### src/rtl/iob_axis_pkg.sv
// Shared definitions for the AXIS width-up packer: lane geometry and keep-mask helper.
// Latency: n/a (package only).
// Backpressure: n/a (package only).
package iob_axis_pkg;

   // Geometry of the default configuration (8-bit peripheral into a 32-bit DMA word).
   localparam int unsigned DEF_IN_W  = 8;
   localparam int unsigned DEF_OUT_W = 32;
   localparam int unsigned RATIO     = DEF_OUT_W / DEF_IN_W;
   localparam int unsigned LANE_W    = (RATIO > 1) ? $clog2(RATIO) : 1;

   // Widest lane count the keep-mask helper can describe.
   localparam int unsigned MAX_RATIO = 64;

   // Lane-index width for an arbitrary lane count; never narrower than one bit.
   function automatic int unsigned lane_w_of(input int unsigned ratio);
      return (ratio > 1) ? $clog2(ratio) : 1;
   endfunction

   // Thermometer mask with lanes 0..lane_idx set; callers truncate to their lane count.
   function automatic logic [MAX_RATIO-1:0] keep_mask(input int unsigned lane_idx);
      logic [MAX_RATIO-1:0] m;
      m = '0;
      for (int unsigned i = 0; i < MAX_RATIO; i++) begin
         if (i <= lane_idx) m[i] = 1'b1;
      end
      return m;
   endfunction

endpackage

### src/rtl/iob_counter.sv
// Free-running up-counter with enable, synchronous clear and clock enable; wraps at 2^DATA_W.
// Latency: data_o reflects an enabled cycle one clock later.
// Backpressure: none; counts every cycle where cke_i and en_i are both high.
// Ports: clk_i/cke_i/arst_n_i/rst_i control, en_i increment request, data_o count value.
module iob_counter #(
   parameter int DATA_W = 32
) (
   input  logic              clk_i,
   input  logic              cke_i,
   input  logic              arst_n_i,
   input  logic              rst_i,
   input  logic              en_i,
   output logic [DATA_W-1:0] data_o
);

   logic [DATA_W-1:0] cnt_q;

   always_ff @(posedge clk_i or negedge arst_n_i) begin
      if (!arst_n_i) begin
         cnt_q <= '0;
      end else if (rst_i) begin
         cnt_q <= '0;
      end else if (cke_i && en_i) begin
         cnt_q <= cnt_q + 1'b1;
      end
   end

   assign data_o = cnt_q;

endmodule

### src/rtl/iob_axis_packer.sv
// Width-up AXIS packer: gathers IN_W beats little-endian into OUT_W words, flushing partial words on tlast.
// Latency: word is valid the cycle after its completing beat; sustains one input beat per cycle.
// Backpressure: in_tready_o = cke_i & (output register empty or being drained); output holds while stalled.
// Ports: clk_i/cke_i/arst_n_i/rst_i control; in_t* narrow AXIS slave; out_t* wide AXIS master
//        (out_tkeep_o one bit per lane); word_cnt_o counts output handshakes.
module iob_axis_packer #(
   parameter int IN_W  = 8,
   parameter int OUT_W = 32,
   parameter int CNT_W = 32
) (
   input  logic                   clk_i,
   input  logic                   cke_i,
   input  logic                   arst_n_i,
   input  logic                   rst_i,
   input  logic [IN_W-1:0]        in_tdata_i,
   input  logic                   in_tvalid_i,
   input  logic                   in_tlast_i,
   output logic                   in_tready_o,
   output logic [OUT_W-1:0]       out_tdata_o,
   output logic [OUT_W/IN_W-1:0]  out_tkeep_o,
   output logic                   out_tlast_o,
   output logic                   out_tvalid_o,
   input  logic                   out_tready_i,
   output logic [CNT_W-1:0]       word_cnt_o
);

   import iob_axis_pkg::*;

   localparam int unsigned LANES = OUT_W / IN_W;
   localparam int unsigned LSB_W = lane_w_of(LANES);

   if (OUT_W % IN_W != 0) begin : g_width_check
      $error("iob_axis_packer: OUT_W must be a multiple of IN_W");
   end

   logic [OUT_W-1:0] acc_q, acc_d;
   logic [LANES-1:0] keep_acc_q, keep_acc_d;
   logic [LSB_W-1:0] lane_q, lane_d;
   logic [OUT_W-1:0] out_tdata_q, out_tdata_d;
   logic [LANES-1:0] out_tkeep_q, out_tkeep_d;
   logic             out_tlast_q, out_tlast_d;
   logic             out_tvalid_q, out_tvalid_d;

   logic             in_hs, out_hs, complete;
   logic [LANES-1:0] lane_mask, merged_keep;
   logic [OUT_W-1:0] merged_word;

   assign in_tready_o = cke_i & (~out_tvalid_q | out_tready_i);
   assign in_hs       = in_tvalid_i & in_tready_o;
   assign out_hs      = cke_i & out_tvalid_q & out_tready_i;
   assign complete    = (lane_q == LSB_W'(LANES - 1)) | in_tlast_i;

   // Merge the incoming beat into the partial word; lanes above the write lane are zeroed.
   always_comb begin
      lane_mask   = LANES'(keep_mask(32'(lane_q)));
      merged_keep = keep_acc_q | (LANES'(1) << lane_q);
      merged_word = '0;
      for (int unsigned l = 0; l < LANES; l++) begin
         if (LSB_W'(l) == lane_q) begin
            merged_word[l*IN_W +: IN_W] = in_tdata_i;
         end else if (lane_mask[l]) begin
            merged_word[l*IN_W +: IN_W] = acc_q[l*IN_W +: IN_W];
         end
      end
   end

   always_comb begin
      acc_d        = acc_q;
      keep_acc_d   = keep_acc_q;
      lane_d       = lane_q;
      out_tdata_d  = out_tdata_q;
      out_tkeep_d  = out_tkeep_q;
      out_tlast_d  = out_tlast_q;
      out_tvalid_d = out_tvalid_q;

      // A drained word empties the register unless a completing beat refills it below.
      if (out_hs) out_tvalid_d = 1'b0;

      if (in_hs) begin
         if (complete) begin
            out_tdata_d  = merged_word;
            out_tkeep_d  = merged_keep;
            out_tlast_d  = in_tlast_i;
            out_tvalid_d = 1'b1;
            acc_d        = '0;
            keep_acc_d   = '0;
            lane_d       = '0;
         end else begin
            acc_d      = merged_word;
            keep_acc_d = merged_keep;
            lane_d     = lane_q + 1'b1;
         end
      end
   end

   always_ff @(posedge clk_i or negedge arst_n_i) begin
      if (!arst_n_i) begin
         acc_q        <= '0;
         keep_acc_q   <= '0;
         lane_q       <= '0;
         out_tdata_q  <= '0;
         out_tkeep_q  <= '0;
         out_tlast_q  <= 1'b0;
         out_tvalid_q <= 1'b0;
      end else if (rst_i) begin
         acc_q        <= '0;
         keep_acc_q   <= '0;
         lane_q       <= '0;
         out_tdata_q  <= '0;
         out_tkeep_q  <= '0;
         out_tlast_q  <= 1'b0;
         out_tvalid_q <= 1'b0;
      end else if (cke_i) begin
         acc_q        <= acc_d;
         keep_acc_q   <= keep_acc_d;
         lane_q       <= lane_d;
         out_tdata_q  <= out_tdata_d;
         out_tkeep_q  <= out_tkeep_d;
         out_tlast_q  <= out_tlast_d;
         out_tvalid_q <= out_tvalid_d;
      end
   end

   assign out_tdata_o  = out_tdata_q;
   assign out_tkeep_o  = out_tkeep_q;
   assign out_tlast_o  = out_tlast_q;
   assign out_tvalid_o = out_tvalid_q;

   iob_counter #(
      .DATA_W (CNT_W)
   ) u_word_cnt (
      .clk_i    (clk_i),
      .cke_i    (cke_i),
      .arst_n_i (arst_n_i),
      .rst_i    (rst_i),
      .en_i     (out_hs),
      .data_o   (word_cnt_o)
   );

endmodule

### config.mk
export PLATFORM = sky130hd
export DESIGN_NAME = iob_axis_packer
export DESIGN_NICKNAME = d
export VERILOG_FILES = /design/src/rtl/iob_axis_pkg.sv /design/src/rtl/iob_counter.sv /design/src/rtl/iob_axis_packer.sv
export SDC_FILE = /design/constraint.sdc
export NUM_CORES = 1
export LEC_CHECK = 0
export CAP_MARGIN = 10
export CORE_ASPECT_RATIO = 0.8
export CORE_UTILIZATION = 35
export CTS_CLUSTER_SIZE = 20
export DETAILED_ROUTE_END_ITERATION = 12
export DONT_BUFFER_PORTS = 1
export PLACE_DENSITY_LB_ADDON = 0.12
export SYNTH_ARGS = -nofsm -noshare
export SYNTH_HDL_FRONTEND = slang
export SYNTH_SLANG_ARGS = --single-unit
### constraint.sdc
create_clock -name clk_i -period 4.05 [get_ports clk_i]
set_input_delay 0.6075 -clock clk_i [delete_from_list [all_inputs] [get_ports clk_i]]
set_output_delay 0.6075 -clock clk_i [all_outputs]
set_load 0.01 [all_outputs]
# After elaboration in Yosys (flattened, before gate mapping)
# Cells that the tools add are included.
word_totals:
  latchBits: 0
  ram_bits: 0
  mem_count: 0
  mem_bits_ro: 0
  ff_bits: 108
  elab_cells: 75
  in_bits: 15
op_classes:
  n_lt_le_gt_ge: 3
  multipliers: 0
  n_bitwise: 8
  n_reduce_logical: 8
  div: 0
  addsub: 2
  shift: 1
  n_eq_ne: 4
  n_mux: 41
ops:
  columns: ["op", "count"]
  rows:
  - ["$mux 32", 10]
  - ["$mux 8", 7]
  - ["$add 32x1->32 const B", 1]
  - ["$mux 4", 8]
  - ["$mux 1", 12]
  - ["$mux 2", 4]
  - ["$reduce_bool 2->1", 4]
  - ["$and 1x1->1", 4]
  - ["$eq 2x2->1 const A", 2]
  - ["$le 2x2->1 const A", 2]
  - ["$or 4x4->4", 1]
  - ["$shl 1x2->4 const A", 1]
  - ["$reduce_and 3->1", 1]
  - ["$add 2x1->2 const B", 1]
  - ["$eq 1x2->1 const A", 1]
  - ["$eq 2x2->1 const B", 1]
  - ["$le 1x2->1 const A", 1]
  - ["$logic_not 2->1", 1]
  - ["$or 1x1->1", 2]
  - ["$reduce_and 2->1", 1]
  - ["$logic_and 1x1->1", 1]
  - ["$not 1->1", 1]

# Longest topological paths before layout
# Gate-level depths: netlist (run 1).
logic_depth:
  depth_word: 8
  mapped_depth: 7
  mapped_depth_nobuf: 5

# Hierarchy
# A second synthesis (run 1) with hierarchy kept.
hier_totals:
  hier_cells: 519
  area_unflattened_um2: 5082.4
by_module_without_submodules:
  columns: ["mod", "cells_each", "n_inst", "seq_area_each_um2", "area_per_inst_um2"]
  rows:
  - ["iob_axis_packer", 331, 1, 1701.6, 3349.5]
  - ["iob_counter", 188, 1, 800.8, 1732.9]

# Least setup slack after synthesis (run 1)
# OpenSTA, ideal clock, no wires.
synth_timing:
  path_type: "input to register"
  start: "in out_tready_i"
  end: "reg u_word_cnt.cnt_q[31] (netlist: u_word_cnt.data_o[31])"
  path_buffers: 1
  arrival_ps: 2043
  path_stages: 5
  setup_time_ps: 125
  setup_slack_ps: 1882
  path_cell_list: "nand4_2 or4_1 clkbuf_2 nor4_1 mux2_2"
synth_via:
  elab_chain_len: 3
synth_rtl:
  columns: ["element", "line_no", "rtl"]
  rows:
  - ["start, declared", "iob_axis_packer.sv:23", "input logic out_tready_i,"]
  - ["$and 1x1->1", "iob_axis_packer.sv:50", "assign out_hs = cke_i & out_tvalid_q & out_tready_i;"]
  - ["$logic_and 1x1->1", "iob_counter.sv:23", "end else if (cke_i && en_i) begin"]
  - ["$reduce_bool 2->1 (no line)", null, null]
  - ["end signal, assigned", "iob_counter.sv:24", "cnt_q <= cnt_q + 1'b1;"]
  - ["end, declared", "iob_counter.sv:16", "logic [DATA_W-1:0] cnt_q;"]
# No other way between the ends.
# A chain may end at the register's enable or synchronous reset.

# Worst setup path after layout (run 1)
layout_timing:
  start: "reg lane_q[0]"
  end: "reg acc_q[6]"
layout_via:
  elab_chain_len: 6
  elab_cells_between_ends: 8
layout_rtl:
  columns: ["element", "line_no", "rtl"]
  rows:
  - ["start, declared", "iob_axis_packer.sv:38", "logic [LSB_W-1:0] lane_q, lane_d;"]
  - ["start signal, assigned", "iob_axis_packer.sv:116", "lane_q <= lane_d;"]
  - ["$eq 2x2->1 / $logic_not 2->1 (equally long branches)", "iob_axis_packer.sv:51, iob_axis_packer.sv:59", null]
  - ["$or 1x1->1 / $mux 8 (equally long branches)", "iob_axis_packer.sv:51, iob_axis_packer.sv:59", null]
  - ["$mux 32 (*)", "iob_axis_packer.sv:80", "if (complete) begin"]
  - ["$mux 32 (*)", "iob_axis_packer.sv:79", "if (in_hs) begin"]
  - ["$mux 32 (*)", "iob_axis_packer.sv:113", "end else if (cke_i) begin"]
  - ["$mux 32 (*)", "iob_axis_packer.sv:105", "end else if (rst_i) begin"]
  - ["end signal, assigned", "iob_axis_packer.sv:98", "acc_q <= '0;"]
  - ["end signal, assigned", "iob_axis_packer.sv:106", "acc_q <= '0;"]
  - ["end signal, assigned", "iob_axis_packer.sv:114", "acc_q <= acc_d;"]
  - ["end, declared", "iob_axis_packer.sv:36", "logic [OUT_W-1:0] acc_q, acc_d;"]
# Mark *: on every way between the ends. The rest lies on a longest branch, timed or not. The select of a mux whose other input is x is not followed.

==> impl_metrics.ini, run 1 <==
[job]
drv_cap = 0

[detailed_routing]
dr.pass1.iters = 5
drc = 0
via_per_inst = 5.745
wl_per_cell_um = 19.91
vias = 3556
drt_iter0_drc = 265
totalWireLength_mm = 12.33
ant_nets = 0

[cells_and_area]
layout.nets = 462
utilization_pct = 39.06
fillCellCount = 1309
multi_input_area_um2 = 1932
seq_area_um2 = 2502
antenna_cells = 0
drive_gt1_share_pct = 6.306
area_delta_synth_final_pct = 9.193
fin_cells = 619

[placement]
hpwl_mm = 8.027
portBuffers = 0
gp_congestion = 0.7309
dp.cells = 605

[grt]
grt_usage_pct = 19.16
grt.overflow.total = 0
grt_pass1_vias = 3420
antenna_found_initial = 0
grt_start_max_net_pins = 101
grt_pass1_wl_mm = 19.69

[power_and_ir_drop]
netSwitchingFraction_pct = 22.50
seqPwrFrac_pct = 51.0
internal_power_mw = 1.576
ir_worst_vdd_mv = 0.2018
leakage_nw = 1.992
powerDensity_nw_per_um2 = 406.1
p_comb_share_pct = 4.5
clock_power_share_pct = 44.4
switchingPower_uw = 457.6

[yosys]
yosysWarnings = 0
syn-cell-area_um2 = 4587
synth_cells = 461
yosys_most_used_dff = dfrtp_1
syn_avg_cell_area_um2 = 9.950
ys_ff_latch = 100
async_flop_share_pct = 100.0
yosys.area.top_type_share_pct = 54.56
synth_cell_type_count = 39
synth_nets = 481
synth_edf_count = 0
yosys.cell_count.top_type = dfrtp_1
synth_top_area_cell = dfrtp_1
ys_seq_area_share_pct = 54.56
synthTopCellsByArea = dfrtp_1 (55%), a211oi_1 (3.9%), a21oi_1 (3.8%)
yosys-top-cells-count = dfrtp_1 (100), nand2_1 (46), nor2_1 (42), a21oi_1 (35), o21ai_0 (26)

[sta]
finalSetupTns_ns = 0
slew_headroom_pct = 28.21
worstMarginPinSlew_ns = 1.072
period_needed_ns = 2.550
report.final.slew_viol_count = 0
fin_skew_ns = 0.006618
clock.fmax_mhz = 392.2
timing.final.crit_share_pct = 62.96
grt_setup_unrepaired = false
finalHoldViolations = 0
finalSetupViolations = 0

[hold_path]
hp-class = in -> async

[floorplanning]
num_rows = 37
core_um2 = 12820
die_w_um = 130.0
start_util_pct = 35.77
io_pins = 86
die_area_um2 = 13570
die_y_um = 104.4

[clock_network]
h-tree-depth = 3
cts_made_buffers = 9
cts_tree = done
clkTransAtPathRegs_ns = 0.07
cts_resized = 0
clockRootBuffer = clkbuf_16
worstSkewPairLatency_ns = 0.35
cts_max_path_buffers = 2
cts.sinks = 100

[setup_path]
max_stage_delay_ns = 0.71
cp_max_fo = 18
worst_ep_arrival_time_ns = 2.83
cp-end-kind = flip-flop
worstSetupPathType = reg -> reg
slowest_stage = o22ai_1
cp-start-kind = flip-flop
cp_cell_sequence = ha_1 > nor3_1 > nand3_1 > o22ai_1 > a32o_1
cp_data_required_time_ns = 4.33

[outcome]
outcome = completed
==> cell type report <==
cell class | count | area share, %
clock buffer | 10 | 4.572
clock inverter | 3 | 1.299
inverter | 5 | 0.3747
multi-input combinational | 323 | 38.57
sequential | 100 | 49.96
tap | 175 | 4.372
timing repair buffer | 3 | 0.8494
==> timing repair <==
item                      CTS  global route
hold buffers                1             0
hold endpoints to repair  100             0
setup buffers               0             0
==> cells by family (layout without fill, tap and decap cells) <==
| family | Yosys count | count (layout) | share of synthesized area [%] |
|---|---|---|---|
| AOI/OAI and AO/OA | 123 | 123 | 17.29 |
| muxes | 11 | 11 | 2.455 |
| adders and majority gates | 5 | 5 | 1.364 |
| DFF | 100 | 100 | 54.56 |
| xor gates and xnor gates | 9 | 9 | 1.718 |
| buffers and inverters | 38 | 21 | 3.328 |
| and+or+nand+nor | 175 | 175 | 19.29 |
==> power groups by stage <==
| stage | Sequential [mW] | Combinational [mW] | Clock (mW) |
|---|---|---|---|
| finish | 1.04 | 0.0924 | 0.903 |
| global route | 1.04 | 0.105 | 0.967 |
| CTS | 1.04 | 0.0949 | 0.929 |
| detailed placement | 1.06 | 0.0702 | 0 |
| global placement | 1.06 | 0.0690 | 0 |
| floorplan | 1.05 | 0.0664 | 0 |
==> placed cells by master (no fill, tap or decap), types with 3 or more instances in the layout <==
cell type  count
nor3_1        13
a211oi_1      24
and2_1         3
xnor2_1        4
xor2_1         5
inv_1          5
a21oi_1       35
or2_2          5
nor4_1         5
o21ai_0       26
ha_1           5
dfrtp_1      100
a32o_1         8
or3_1         11
nand2_1       46
mux2i_1        9
a22oi_1       15
nand4_1        9
o31ai_1       11
nand3_1       13
clkbuf_16      9
or4_1         16
nor2_1        42
==> layer usage <==
metal  vias up  part of all wire (%)  wire [µm]  global-route usage [%]
met5         -                     0          0                       0
met4         0                  0.63         78                   3.987
met3         8                   6.2        765                   6.687
met2        95                    42       5148                   25.90
met1      1810                    51       6333                   29.00
li1       1643                     -          -                       -
==> sequential cells by signal, summed over array words and instances (netlist names) <==
name / flops
out_tdata_o: 32
out_tkeep_o: 4
out_tlast_o: 1
keep_acc_q: 4
u_word_cnt.data_o: 32
acc_q: 24
lane_q: 2
out_tvalid_o: 1
==> worst max-delay path: cells and delay by family, from the launching register on <==
kind	cells	cell delay [ns]
fa+ha+maj	1	0.35
compound gates	2	0.92
simple gates	2	0.77
flops	1	0.42
==> through the flow <==
step / power (mW) / area [µm²] / worst slack [ns] / hold slack, ns
2_1_floorplan: 1.119 / 4587 / 1.882 / 0.3119
3_3_place_gp: 1.126 / 4687 / 1.543 / 0.3138
3_5_place_dp: 1.128 / 4687 / 1.484 / 0.3140
4_1_cts: 2.062 / 5009 / 1.480 / 0.2135
5_1_grt: 2.112 / 5009 / 1.283 / 0.2106
6_report: 2.034 / 5009 / 1.500 / 0.1566
==> path summary, 6_finish.rpt <==
path	slack [ns]	cells after the start	from	end
hold reg to reg	0.49	2	acc_q[8]	acc_q[8]
min in group clk_i	0.32	1	rst_i	out_tlast_o
setup reg to reg	1.50	5	lane_q[0]	acc_q[6]
max in group asynchronous	3.42	1	arst_n_i	acc_q[5]
hold / removal	0.16	1	arst_n_i	u_word_cnt.data_o[30]
setup / recovery	1.50	5	lane_q[0]	acc_q[6]
(Power assumes the default switching activity.)
==> inputs of run 2 (changes only) <==
Clock period 4.05 ns to 2.6 ns, I/O delays scaled along.
==> run 2 against run 1 <==
  * The run now ends with negative hold slack left
  * Cell area grew 1.8%
  * Core utilization is 0.72 points higher
  * Fmax is 13% higher
  * First-iteration DRC count shrank 8.3%
==> impl_metrics.ini, run 2 (synthesis gave the netlist of run 1 again) <==
[outcome]
outcome = finished with violations
violations = negative hold slack

[setup_path]
worstSetupPathType = reg -> reg
cp_cell_sequence = ha_1 > nand2_1 > or4_1 > or3_2 > a21oi_1
cp-start-kind = flip-flop
cp_max_fo = 8
max_stage_delay_ns = 0.68
path_buf_inv = 0
worst_ep_arrival_time_ns = 2.53
cp-end-kind = flip-flop
critical-path-top-delay-family = simple AND/OR/NAND/NOR gates
cp_data_required_time_ns = 2.87
slowest_stage = or4_1

[sta]
finalSetupViolations = 0
hold_ws_ns = -0.2628
worstMarginPinSlew_ns = 0.5720
period_needed_ns = 2.259
finalSetupTns_ns = 0
fin_skew_ns = 0.006277
clock.fmax_mhz = 442.6
report.final.slew_viol_count = 0
finalHoldViolations = 100
slew_headroom_pct = 61.73
timing.final.crit_share_pct = 86.90
grt_setup_unrepaired = false
setup_ws_ns = 0.3407

[grt]
grt.overflow.total = 0
antenna_found_initial = 0
grt_pass1_vias = 3480
grt_start_max_net_pins = 101
grt_usage_pct = 19.37
grt_pass1_wl_mm = 19.85

[placement]
portBuffers = 0
dp.cells = 618
hpwl_mm = 8.342
gp_congestion = 0.8403
post-place-ws_ns = 0.3887

[floorplanning]
die_y_um = 104.4
num_rows = 37
die_area_um2 = 13570
core_um2 = 12820
io_pins = 86
die_w_um = 130.0
start_util_pct = 35.77

[clock_network]
h-tree-depth = 3
cts_made_buffers = 9
postCtsSetupBuffers = 0
cts.sinks = 100
worstSkewPairLatency_ns = 0.34
clkTransAtPathRegs_ns = 0.07
cts_tree = done
cts_max_path_buffers = 2
clockRootBuffer = clkbuf_16
cts_resized = 0

[cells_and_area]
drive_gt1_share_pct = 9.368
antenna_cells = 0
layout_commonest_cell = dfrtp_1
fin_cells = 634
area_delta_synth_final_pct = 11.21
fillCellCount = 1288
layout.nets = 474
utilization_pct = 39.78
mostFrequentLayoutCells = dfrtp_1 (100), nand2_1 (46), nor2_1 (42)

[detailed_routing]
vias = 3543
wl_met2_mm = 5.212
routed-wl-met3_mm = 1.050
totalWireLength_mm = 12.27
wl_per_cell_um = 19.35
top_layer = met4
drc = 0
via_per_inst = 5.588
drt_iter0_drc = 243
dr.pass1.iters = 4
wl_met1_mm = 5.906
ant_nets = 0

[hold_path]
hp-class = in -> async

[power_and_ir_drop]
powerDensity_nw_per_um2 = 609.7
leakage_nw = 2.052
ir_worst_vdd_mv = 0.3221

[job]
drv_cap = 0
## run 2: changes by cell type in the layout (fill, tap and decap cells not counted), sizes merged
cell	change
buf	+12
bufinv	-1
clkbuf	+2
clkinv	+1
clkinvlp	+1
## run 2: routing by layer
| metal | vias to the layer above | global-route usage (%) |
|---|---|---|
| met5 | - | 0 |
| met3 | 7 | 6.687 |
| met4 | 0 | 5.565 |
| met1 | 1766 | 28.11 |
| met2 | 96 | 26.97 |
| li1 | 1674 | - |
## run 2: per-stage QoR
stage / cell area, µm² / total power [mW]
after global routing: 5101 / 3.238
final: 5101 / 3.110
after floorplan: 4587 / 1.744
after global placement: 4797 / 1.762
after CTS: 5101 / 3.172
after detailed placement: 4797 / 1.764
## run 2: power breakdown
part           internal, mW  switching (mW)
Sequential             1.58          0.0310
Clock                 0.796           0.582
Combinational        0.0462          0.0708
Total                  2.43           0.684
## run 2: worst paths after layout
kind                                      start                     to  slack (ns)  cells past startpoint
max in group asynchronous              arst_n_i               acc_q[3]        2.70                      0
hold / removal                         arst_n_i  u_word_cnt.data_o[24]       -0.26                      0
setup reg to reg           u_word_cnt.data_o[0]  u_word_cnt.data_o[24]        0.34                      5
min in group clk_i                        rst_i        out_tdata_o[28]        0.10                      1
hold reg to reg                       acc_q[20]              acc_q[20]        0.48                      2
setup / recovery           u_word_cnt.data_o[0]  u_word_cnt.data_o[24]        0.34                      5
## run 2: area by class of cell
type | count | area (µm²) | area share (%)
inverters | 5 | 18.77 | 0.3679
repair buffers | 15 | 125.1 | 2.453
flip-flops and latches | 100 | 2502 | 49.06
clock buffers | 12 | 256.5 | 5.028
multi-input cells | 323 | 1932 | 37.87
clock inverters | 4 | 47.55 | 0.9321
well taps | 175 | 219.0 | 4.292
## run 2: worst reg2reg max path, delay by kind of cell, from the launching register on
family / cells / cell delay, ns
simple gates: 3 / 1.31
flops: 1 / 0.48
fa+ha+maj: 1 / 0.26
compound gates: 1 / 0.15
==> inputs of run 3 (changes only) <==
Settings changed: CORE_ASPECT_RATIO 0.8 to not set.
Clock period 2.6 ns to 2.1 ns, I/O delays scaled along.
==> run 3 against run 2 <==
  * The flow still finishes with violations (negative hold slack)
  * Clock skew down 0.0014 ns
  * Core utilization is 2.0 points higher
  * Hold slack lost 0.075 ns
  * Cell area rose by 4.2%
  * Power grew 27%
  * Sequential share of layout area down 2.0 points
  * Sequential cell count is the same
==> impl_metrics.ini, run 3 (synthesis gave the netlist of run 1 again) <==
[detailed_routing]
ant_nets = 0
dr.pass1.iters = 4
drc = 0
drt_iter0_drc = 267
vias = 3595
wl_per_cell_um = 18.61
totalWireLength_mm = 12.21
via_per_inst = 5.480

[setup_path]
r2r_cells = 4
worstSetupPathType = reg -> reg
cp-end-kind = flip-flop
r2r_slack_ns = 0.12
cp-start-kind = flip-flop
cp_max_fo = 4
reg2reg_to = u_word_cnt.data_o[27]
r2r-start = u_word_cnt.data_o[4]
cp_data_required_time_ns = 2.34
worst_ep_arrival_time_ns = 2.22

[sta]
clock.fmax_mhz = 504.1
finalHoldViolations = 100
fin_skew_ns = 0.004871
hold_ws_ns = -0.3376
finalSetupViolations = 0
finalSetupTns_ns = 0
slew_headroom_pct = 64.46
worstMarginPinSlew_ns = 0.5312
period_needed_ns = 1.984
timing.final.crit_share_pct = 94.46
report.final.slew_viol_count = 0

[grt]
met1_usage_pct = 23.88
grt_pass1_wl_mm = 19.67
grt.overflow.total = 0
grt_pass1_vias = 3604
grt_start_max_net_pins = 101
grt_busiest_layer = met2
use_met2_pct = 31.87
gr-usage-met3_pct = 5.605
antenna_found_initial = 0
grt_usage_pct = 19.42

[power_and_ir_drop]
ir_worst_vdd_mv = 0.3813
powerDensity_nw_per_um2 = 740.6
p_total_mw = 3.938
leakage_nw = 2.201

[clock_network]
clockRootBuffer = clkbuf_16
cts_tree = done
worstSkewPairLatency_ns = 0.35
cts_max_path_buffers = 2
cts.sinks = 100
clkTransAtPathRegs_ns = 0.07
h-tree-depth = 3
cts_made_buffers = 9

[cells_and_area]
mostFrequentLayoutCells = dfrtp_1 (100), nand2_1 (46), nor2_1 (42)
antenna_cells = 0
fillCellCount = 1326
area_delta_synth_final_pct = 15.90
stdcell_area_um2 = 5316
layout_commonest_cell = dfrtp_1
layout.nets = 499
drive_gt1_share_pct = 14.88

[floorplanning]
core_um2 = 12720
die_y_um = 116.5
die_area_um2 = 13570
start_util_pct = 36.05
num_rows = 41
io_pins = 86
die_w_um = 116.5

[placement]
placed_cell_area_um2 = 4981
portBuffers = 0
hpwl_mm = 8.363
gp_congestion = 0.8339

[outcome]
violations = negative hold slack
outcome = finished with violations

[hold_path]
hp-class = in -> async

[job]
drv_cap = 0
==> run 3: what timing repair did <==
| action | 4_1_cts | 5_1_grt |
|---|---|---|
| endpoints found under the hold margin | 100 | 100 |
| resized for setup | 0 | 4 |
| endpoints found under the setup margin | 0 | 8 |
| setup buffers | 0 | 0 |
==> run 3: metal layers <==
layer  wire, µm  share of wire, %
met1       5180                42
met2       5883                48
met3        911               7.5
met4        234               1.9
met5          0                 0
==> run 3: final cells by class <==
type | count | area (µm²) | area share [%]
inverters | 5 | 18.77 | 0.3530
repair buffers | 40 | 312.8 | 5.884
flip-flops and latches | 100 | 2502 | 47.07
well taps | 172 | 215.2 | 4.048
clock buffers | 11 | 242.7 | 4.566
multi-input cells | 323 | 1949 | 36.67
clock inverters | 5 | 75.07 | 1.412
==> run 3: worst max path at each step <==
stage,endpoint,depth (start not counted),from
floorplan,u_word_cnt.data_o[31],5,out_tvalid_o
global placement,u_word_cnt.data_o[19],4,u_word_cnt.data_o[8]
detailed placement,u_word_cnt.data_o[19],4,u_word_cnt.data_o[8]
CTS,u_word_cnt.data_o[19],4,u_word_cnt.data_o[8]
global route,u_word_cnt.data_o[30],4,u_word_cnt.data_o[15]
finish,u_word_cnt.data_o[27],4,u_word_cnt.data_o[4]
==> run 3: metrics by stage <==
step | cells | hold slack (ns) | setup slack, ns | util [%]
after floorplan | 461 | 0.01941 | 0.06213 | -
after global placement | 640 | 0.02279 | 0.07611 | 39.15
after detailed placement | 640 | 0.02282 | 0.05327 | 39.15
after CTS | 656 | -0.3524 | 0.03817 | 41.65
after global routing | 656 | -0.3608 | -0.002679 | 41.79
final | 656 | -0.3376 | 0.1163 | 41.79
==> run 3: power breakdown <==
part / internal (mW) / switching [mW]
logic: 0.0578 / 0.0872
clock network: 1.07 / 0.720
registers: 1.96 / 0.0395
==> run 3: worst max-delay path, cell delays in order (launching register included) <==
cell and delay, ns:
dfrtp_1 0.40, nand4_1 0.19, or4_1 0.63, nor4_1 0.29
mux2_2 0.36
